File: config.mk
export PLATFORM = sky130hd
export DESIGN_NAME = branch_predictor_flat
export DESIGN_NICKNAME = d
export VERILOG_FILES = /design/src/rtl/branch_predictor_if.sv /design/src/rtl/branch_predictor.sv /design/src/flat_wrapper.sv
export SDC_FILE = /design/constraint.sdc
export NUM_CORES = 1
export LEC_CHECK = 0
export ABC_CLOCK_PERIOD_IN_PS = 6500
export CORE_MARGIN = 4
export CORE_UTILIZATION = 25
export DETAILED_ROUTE_END_ITERATION = 8
export PLACE_DENSITY = 0.45
export SETUP_SLACK_MARGIN = 0.5
export SLEW_MARGIN = 30
export SYNTH_ARGS = -nofsm -noshare
export SYNTH_HDL_FRONTEND = slang
export SYNTH_SLANG_ARGS = --single-unit
File: constraint.sdc
create_clock -name clk -period 6.5 [get_ports clk]
set_input_delay 1.625 -clock clk [delete_from_list [all_inputs] [get_ports clk]]
set_output_delay 1.625 -clock clk [all_outputs]
set_load 0.1 [all_outputs]
File: src/rtl/branch_predictor_if.sv
// Fetch/execute-side bus of the 2-bit branch predictor.
// The pipeline drives the master modport and the predictor sits on the slave modport.
interface branch_predictor_if #(
    parameter int XLEN = 32
);
    // Valid-only protocol with no back-pressure: pred_valid and upd_valid each mark
    // a transfer in the cycle they are high. The predictor always accepts the
    // transfer, so there is no ready signal.
    logic            pred_valid;
    logic [XLEN-1:0] pred_pc;
    logic            pred_taken;
    logic            upd_valid;
    logic [XLEN-1:0] upd_pc;
    logic [6:0]      upd_op;
    logic            upd_taken;
    logic            upd_pred;
    logic            mispredict;
    logic [31:0]     stat_branches;
    logic [31:0]     stat_mispred;

    modport master (
        output pred_valid, pred_pc, upd_valid, upd_pc, upd_op, upd_taken, upd_pred,
        input  pred_taken, mispredict, stat_branches, stat_mispred
    );

    modport slave (
        input  pred_valid, pred_pc, upd_valid, upd_pc, upd_op, upd_taken, upd_pred,
        output pred_taken, mispredict, stat_branches, stat_mispred
    );
endinterface

File: src/rtl/branch_predictor.sv
// Per-PC 2-bit saturating-counter branch predictor, untagged, indexed by pc[IDX_BITS+1:2].
// Optional feature macro BP_STATS_EN builds the branch and mispredict statistics counters.
module branch_predictor #(
    parameter int IDX_BITS = 6,
    parameter int XLEN     = 32
) (
    input logic               clk,
    input logic               reset_n,
    branch_predictor_if.slave bp
);
    localparam int         ENTRIES   = 1 << IDX_BITS;
    localparam logic [6:0] OP_BRANCH = 7'b110_0011;

    logic [1:0]          cnt_table [ENTRIES];
    logic [IDX_BITS-1:0] pred_idx;
    logic [IDX_BITS-1:0] upd_idx;
    logic                upd_qual;
    logic                upd_miss;
    logic [1:0]          upd_cur;
    logic [1:0]          upd_next;
    logic                mispredict_q;
    logic                unused_pc_bits;

    assign pred_idx = bp.pred_pc[IDX_BITS+1:2];
    assign upd_idx  = bp.upd_pc[IDX_BITS+1:2];
    assign upd_qual = bp.upd_valid && (bp.upd_op == OP_BRANCH);
    assign upd_miss = bp.upd_taken != bp.upd_pred;

    // The upper PC bits and the byte offset do not select an entry.
    assign unused_pc_bits = ^{bp.pred_pc[XLEN-1:IDX_BITS+2], bp.pred_pc[1:0],
                              bp.upd_pc[XLEN-1:IDX_BITS+2], bp.upd_pc[1:0]};

    // The lookup reads the registered table, so a same-cycle update is not forwarded.
    always_comb begin
        bp.pred_taken = 1'b0;
        if (bp.pred_valid) begin
            bp.pred_taken = cnt_table[pred_idx][1];
        end
    end

    always_comb begin
        upd_cur  = cnt_table[upd_idx];
        upd_next = upd_cur;
        if (bp.upd_taken) begin
            if (upd_cur != 2'b11) begin
                upd_next = upd_cur + 2'd1;
            end
        end else if (upd_cur != 2'b00) begin
            upd_next = upd_cur - 2'd1;
        end
    end

    always_ff @(posedge clk or negedge reset_n) begin
        if (!reset_n) begin
            for (int i = 0; i < ENTRIES; i++) begin
                cnt_table[i] <= 2'b01;
            end
            mispredict_q <= 1'b0;
        end else begin
            if (upd_qual) begin
                cnt_table[upd_idx] <= upd_next;
            end
            mispredict_q <= upd_qual && upd_miss;
        end
    end

    assign bp.mispredict = mispredict_q;

`ifdef BP_STATS_EN
    logic [31:0] branches_q;
    logic [31:0] mispred_q;

    // Both counters wrap naturally at 32 bits.
    always_ff @(posedge clk or negedge reset_n) begin
        if (!reset_n) begin
            branches_q <= 32'd0;
            mispred_q  <= 32'd0;
        end else if (upd_qual) begin
            branches_q <= branches_q + 32'd1;
            if (upd_miss) begin
                mispred_q <= mispred_q + 32'd1;
            end
        end
    end

    assign bp.stat_branches = branches_q;
    assign bp.stat_mispred  = mispred_q;
`else
    assign bp.stat_branches = 32'd0;
    assign bp.stat_mispred  = 32'd0;
`endif
endmodule

File: src/flat_wrapper.sv
// flat-port wrapper written by rule: the top's interface ports become plain ports
module branch_predictor_flat 
#(
    parameter int IDX_BITS = 6,
    parameter int XLEN     = 32
)
  (clk, reset_n, bp_pred_valid, bp_pred_pc, bp_upd_valid, bp_upd_pc, bp_upd_op, bp_upd_taken, bp_upd_pred, bp_pred_taken, bp_mispredict, bp_stat_branches, bp_stat_mispred);
  branch_predictor_if #(.XLEN(XLEN)) bp_i ();
  input logic clk;
  input logic reset_n;
  input wire logic [$bits(bp_i.pred_valid)-1:0] bp_pred_valid;
  input wire logic [$bits(bp_i.pred_pc)-1:0] bp_pred_pc;
  input wire logic [$bits(bp_i.upd_valid)-1:0] bp_upd_valid;
  input wire logic [$bits(bp_i.upd_pc)-1:0] bp_upd_pc;
  input wire logic [$bits(bp_i.upd_op)-1:0] bp_upd_op;
  input wire logic [$bits(bp_i.upd_taken)-1:0] bp_upd_taken;
  input wire logic [$bits(bp_i.upd_pred)-1:0] bp_upd_pred;
  output wire logic [$bits(bp_i.pred_taken)-1:0] bp_pred_taken;
  output wire logic [$bits(bp_i.mispredict)-1:0] bp_mispredict;
  output wire logic [$bits(bp_i.stat_branches)-1:0] bp_stat_branches;
  output wire logic [$bits(bp_i.stat_mispred)-1:0] bp_stat_mispred;
  assign bp_i.pred_valid = bp_pred_valid;
  assign bp_i.pred_pc = bp_pred_pc;
  assign bp_i.upd_valid = bp_upd_valid;
  assign bp_i.upd_pc = bp_upd_pc;
  assign bp_i.upd_op = bp_upd_op;
  assign bp_i.upd_taken = bp_upd_taken;
  assign bp_i.upd_pred = bp_upd_pred;
  assign bp_pred_taken = bp_i.pred_taken;
  assign bp_mispredict = bp_i.mispredict;
  assign bp_stat_branches = bp_i.stat_branches;
  assign bp_stat_mispred = bp_i.stat_mispred;
  branch_predictor #(.IDX_BITS(IDX_BITS), .XLEN(XLEN)) u_core (.clk(clk), .reset_n(reset_n), .bp(bp_i));
endmodule
Yosys cells after proc, flatten, opt, wreduce, memory -nomap -nowiden
Index checks and enable logic that the tools add are counted.
W data, S select, Z words.
- $add $sub $neg: 2
- order comparisons: 3
- equality and inequality tests: 3
- muxes and demuxes: 13
- bitwise logic cells: 2
- reduce and logical (&&, ||, !) cells: 4
- operator list (operator ; number):
    $bwmux W128 ; 1
    $bmux W2 S6 ; 2
    $mux W2 ; 8
    $ge A7 B7 Y1 const B ; 2
    $not A6 Y7 ; 2
    $demux W2 S6 ; 1
    $eq A7 B7 Y1 const B ; 1
    $lt A7 B1 Y1 const B ; 1
    $logic_and A1 B1 Y1 ; 3
    $add A2 B1 Y2 const B ; 1
    $ne A2 B2 Y1 const B ; 1
    $reduce_bool A2 Y1 ; 1
    $sub A2 B1 Y2 const B ; 1
    $mux W1 ; 1
    $ne A1 B1 Y1 ; 1
- register bits after elaboration: 129
- input port bits: 77
- output and inout bits: 66
- word-level logic and storage cells: 92

Longest topological paths before layout
- depth after elaboration: 8
- gate-level depth with buffers: 13

Worst setup path before layout
OpenSTA, ideal clock, no wires.
- path type: in2out
- start point: input port bp_pred_pc[2]
- end point: output port bp_pred_taken
- data arrival time: 4512 ps
- setup slack: 363 ps
- stages on the path: 6
- path buffers: 2
- cell sequence: clkbuf_1 -> buf_1 -> mux4_2 -> mux4_2 -> mux4_2 -> and2_1
- longest elaborated chain between the ends: 5
- ends and longest elaborated chain (element ; line ; text):
    start: declaration ; flat_wrapper.sv:12 ; input wire logic [$bits(bp_i.pred_pc)-1:0] bp_pred_pc;
    $not A6 Y7 (implied by the code) ; branch_predictor.sv:37 ; bp.pred_taken = cnt_table[pred_idx][1];
    $bmux W2 S6 ; branch_predictor.sv:37 ;
    $mux W2 (implied by the code) (2 in a row) ; branch_predictor.sv:37 ;
    $mux W1 ; branch_predictor.sv:36 ; if (bp.pred_valid) begin
    end: declaration ; flat_wrapper.sv:18 ; output wire logic [$bits(bp_i.pred_taken)-1:0] bp_pred_taken;
Every way passes these cells. The select of a mux whose other input is x is not followed.

Worst setup path after layout
Ends and elaborated chain as after synthesis.

==> metrics.txt <==
status=finished, final reports clean; Least-Margin Pin Slew=0.9656 ns; Crit path top cell by count=mux4_2; final slew viol count=0; Starting Density=25.59%; Synth Instances=752; dominant synthesized flop cell=dfrtp_1; most frequent cells in the layout=199 x nor2_1, 130 x a31oi_1, 65 x dfrtp_1; max-capacitance violation count=0; post-route ant nets=0; H-tree levels=4; dpl hpwl=15890 um; CTS clk-pin slew, worst paths=0.06 ns; area delta synth->final=13.94%; slew margin rel.=35.43%; Crit-path slowest cell=clkdlybuf4s50_1; DR pass1 iterations=5; Hold Fails Final Rpt=0; DRC viols=0; unrepaired setup endpoints after global routing=false; WL per Instance=20.86 um; pin count of the biggest net entering global routing=86; worst reg2reg setup slack=3.16 ns; Hold Buf Count CTS=0; chip width=180.3 um; Vias=5866; Cell Pwr Density=251.9 nW/um^2; Core Area=29010 um^2; Root Buffer=clkbuf_16; Distinct cells, synth=52; number of port buffers=26; # IOs=143; TNS Setup=0 ns; worst hold path class=reg -> reg; final wirelength=24390 um; flops & latches, synth=129; share of layout cells above drive strength 1=21.02%; Layout Nets=849; diode count=0; Worst Hold Depth=2; r2r endpoint=u_core.cnt_table[80]; clock latency on the worst-skew pair=0.42 ns; Setup CP Type=in -> out; DIE AREA=32520 um^2; vias per cell=5.018; clk_skew=0.006676 ns; hold path start=u_core.cnt_table[94]; initial drt markers=513; vias in the first global route=5746; register area share after synthesis=44.56%; Post-synth ARST share=100.0%; Synth Area per Inst=9.873 um^2; Worst R2R Start=u_core.cnt_table[90]; CTS tree=done; CTS sink cnt=129; GRT Residual Overflow=0; Register-to-Register Path Depth=8; CP Capture Type=output port; Hold Path Sink=u_core.cnt_table[94]; Worst EP required=4.88 ns; Final setup violation count=0; first-pass GRT wire length=37010 um; Post-CTS Repair Setup Buffers=0; Mapped Area=7425 um^2; Core Util, Final=29.16%; CTS max path bufs=2; initial antenna violation count=0; CTS Buf Count=17; Critical Path AT=4.30 ns; Max FO, Critical Path=15; CP startpoint kind=primary input; GPL Wtd Cong=0.8524; number of synthesized flops with an enable pin=0; final worst path period share=91.13%; CP peak stage delay=0.51 ns; Max VDD drop=0.1727 mV; commonest non-fill, non-tap cell in the layout=nor2_1; Tmin final=5.923 ns; leakage=3.312 nW; Std-Cell Rows=62; synth warn=0; die height=180.3 um; GRT Util Overall=14.85%; crit-path cells=clkdlybuf4s50_1 -> buf_12 -> buf_4 -> mux4_2 -> mux4_2 -> mux4_2 -> and2_1 -> buf_12; Fmax=0.1688 GHz; CTS resizes=0
-- flip-flops by register name, summed over array words and instances (netlist names) --
signal	flops
u_core.bp.mispredict	1
u_core.cnt_table	128
-- cells in the mapped netlist, types with 7 or more instances --
| master | instances | share of area [%] |
|---|---|---|
| buf_6 | 10 | 1.5 |
| nor2b_1 | 9 | 0.76 |
| buf_2 | 22 | 1.5 |
| a221o_1 | 7 | 0.94 |
| clkbuf_1 | 12 | 0.61 |
| buf_4 | 66 | 6.7 |
| mux2i_1 | 16 | 2.2 |
| dfrtp_1 | 65 | 22 |
| nand2_1 | 23 | 1.2 |
| mux2_2 | 10 | 1.5 |
| a31oi_1 | 130 | 11 |
| mux4_2 | 27 | 8.2 |
| o21ai_0 | 7 | 0.47 |
| dfstp_2 | 64 | 23 |
| nor2_1 | 199 | 10 |
| a22o_1 | 8 | 0.94 |
-- through the flow --
| step | area [um^2] | cells | setup WS (ns) | hold slack (ns) | power, mW |
|---|---|---|---|---|---|
| finish | 8459 | 1169 | 0.5768 | 0.4979 | 2.131 |
| floorplan | 7662 | 815 | 0.6082 | 0.4781 | 1.123 |
| CTS | 8424 | 1166 | 0.5281 | 0.4980 | 2.153 |
| detailed placement | 7846 | 1134 | 0.5616 | 0.4901 | 1.184 |
| global placement | 7819 | 1133 | 0.5364 | 0.4858 | 1.182 |
| global route | 8459 | 1169 | 0.5039 | 0.5072 | 2.201 |
-- cells by family (layout without fill, tap and decap cells) --
kind of cell | Yosys count | count (layout) | share of synthesized area, %
flops | 129 | 129 | 44.56
other cells | 1 | 64 | 0.05051
mux | 54 | 54 | 12.02
xor+xnor | 1 | 1 | 0.1180
buf+inv | 116 | 86 | 10.58
compound gates | 195 | 195 | 18.50
simple gates | 256 | 256 | 14.17
-- power breakdown --
part	switching (mW)	internal (mW)	leakage [nW]
Clock	0.354	0.604	0.285
Sequential	0.00254	0.810	1.57
Combinational	0.303	0.0575	1.46
-- worst max path at each step --
stage             startpoint             to  cells after the start
6_report       bp_pred_pc[2]  bp_pred_taken                      8
5_1_grt        bp_pred_pc[2]  bp_pred_taken                      7
4_1_cts        bp_pred_pc[2]  bp_pred_taken                      7
3_5_place_dp   bp_pred_pc[2]  bp_pred_taken                      7
3_3_place_gp   bp_pred_pc[2]  bp_pred_taken                      7
2_1_floorplan  bp_pred_pc[2]  bp_pred_taken                      6
-- area by class of cell --
| type | count | area, um^2 |
|---|---|---|
| clock buffer | 27 | 503.0 |
| clock inverter | 5 | 75.07 |
| fill | 3081 | 20550 |
| inverter | 5 | 18.77 |
| multi-input combinational | 570 | 3582 |
| sequential | 129 | 3308 |
| tap | 384 | 480.5 |
| timing repair buffer | 49 | 491.7 |
-- metal layers --
| metal | vias up | global-route usage, % | wire length, um |
|---|---|---|---|
| met5 | - | 0 | 0 |
| met4 | 0 | 5.445 | 550 |
| met3 | 32 | 2.685 | 1405 |
| met2 | 220 | 22.95 | 11370 |
| met1 | 2926 | 20.88 | 11060 |
| li1 | 2688 | - | - |
-- critical path, delay by kind of cell --
family | cells | cell delay (ns)
buf+inv | 4 | 1.02
mux | 3 | 1.44
simple gates | 1 | 0.20
No activity file was read; power rests on OpenSTA's default activity.
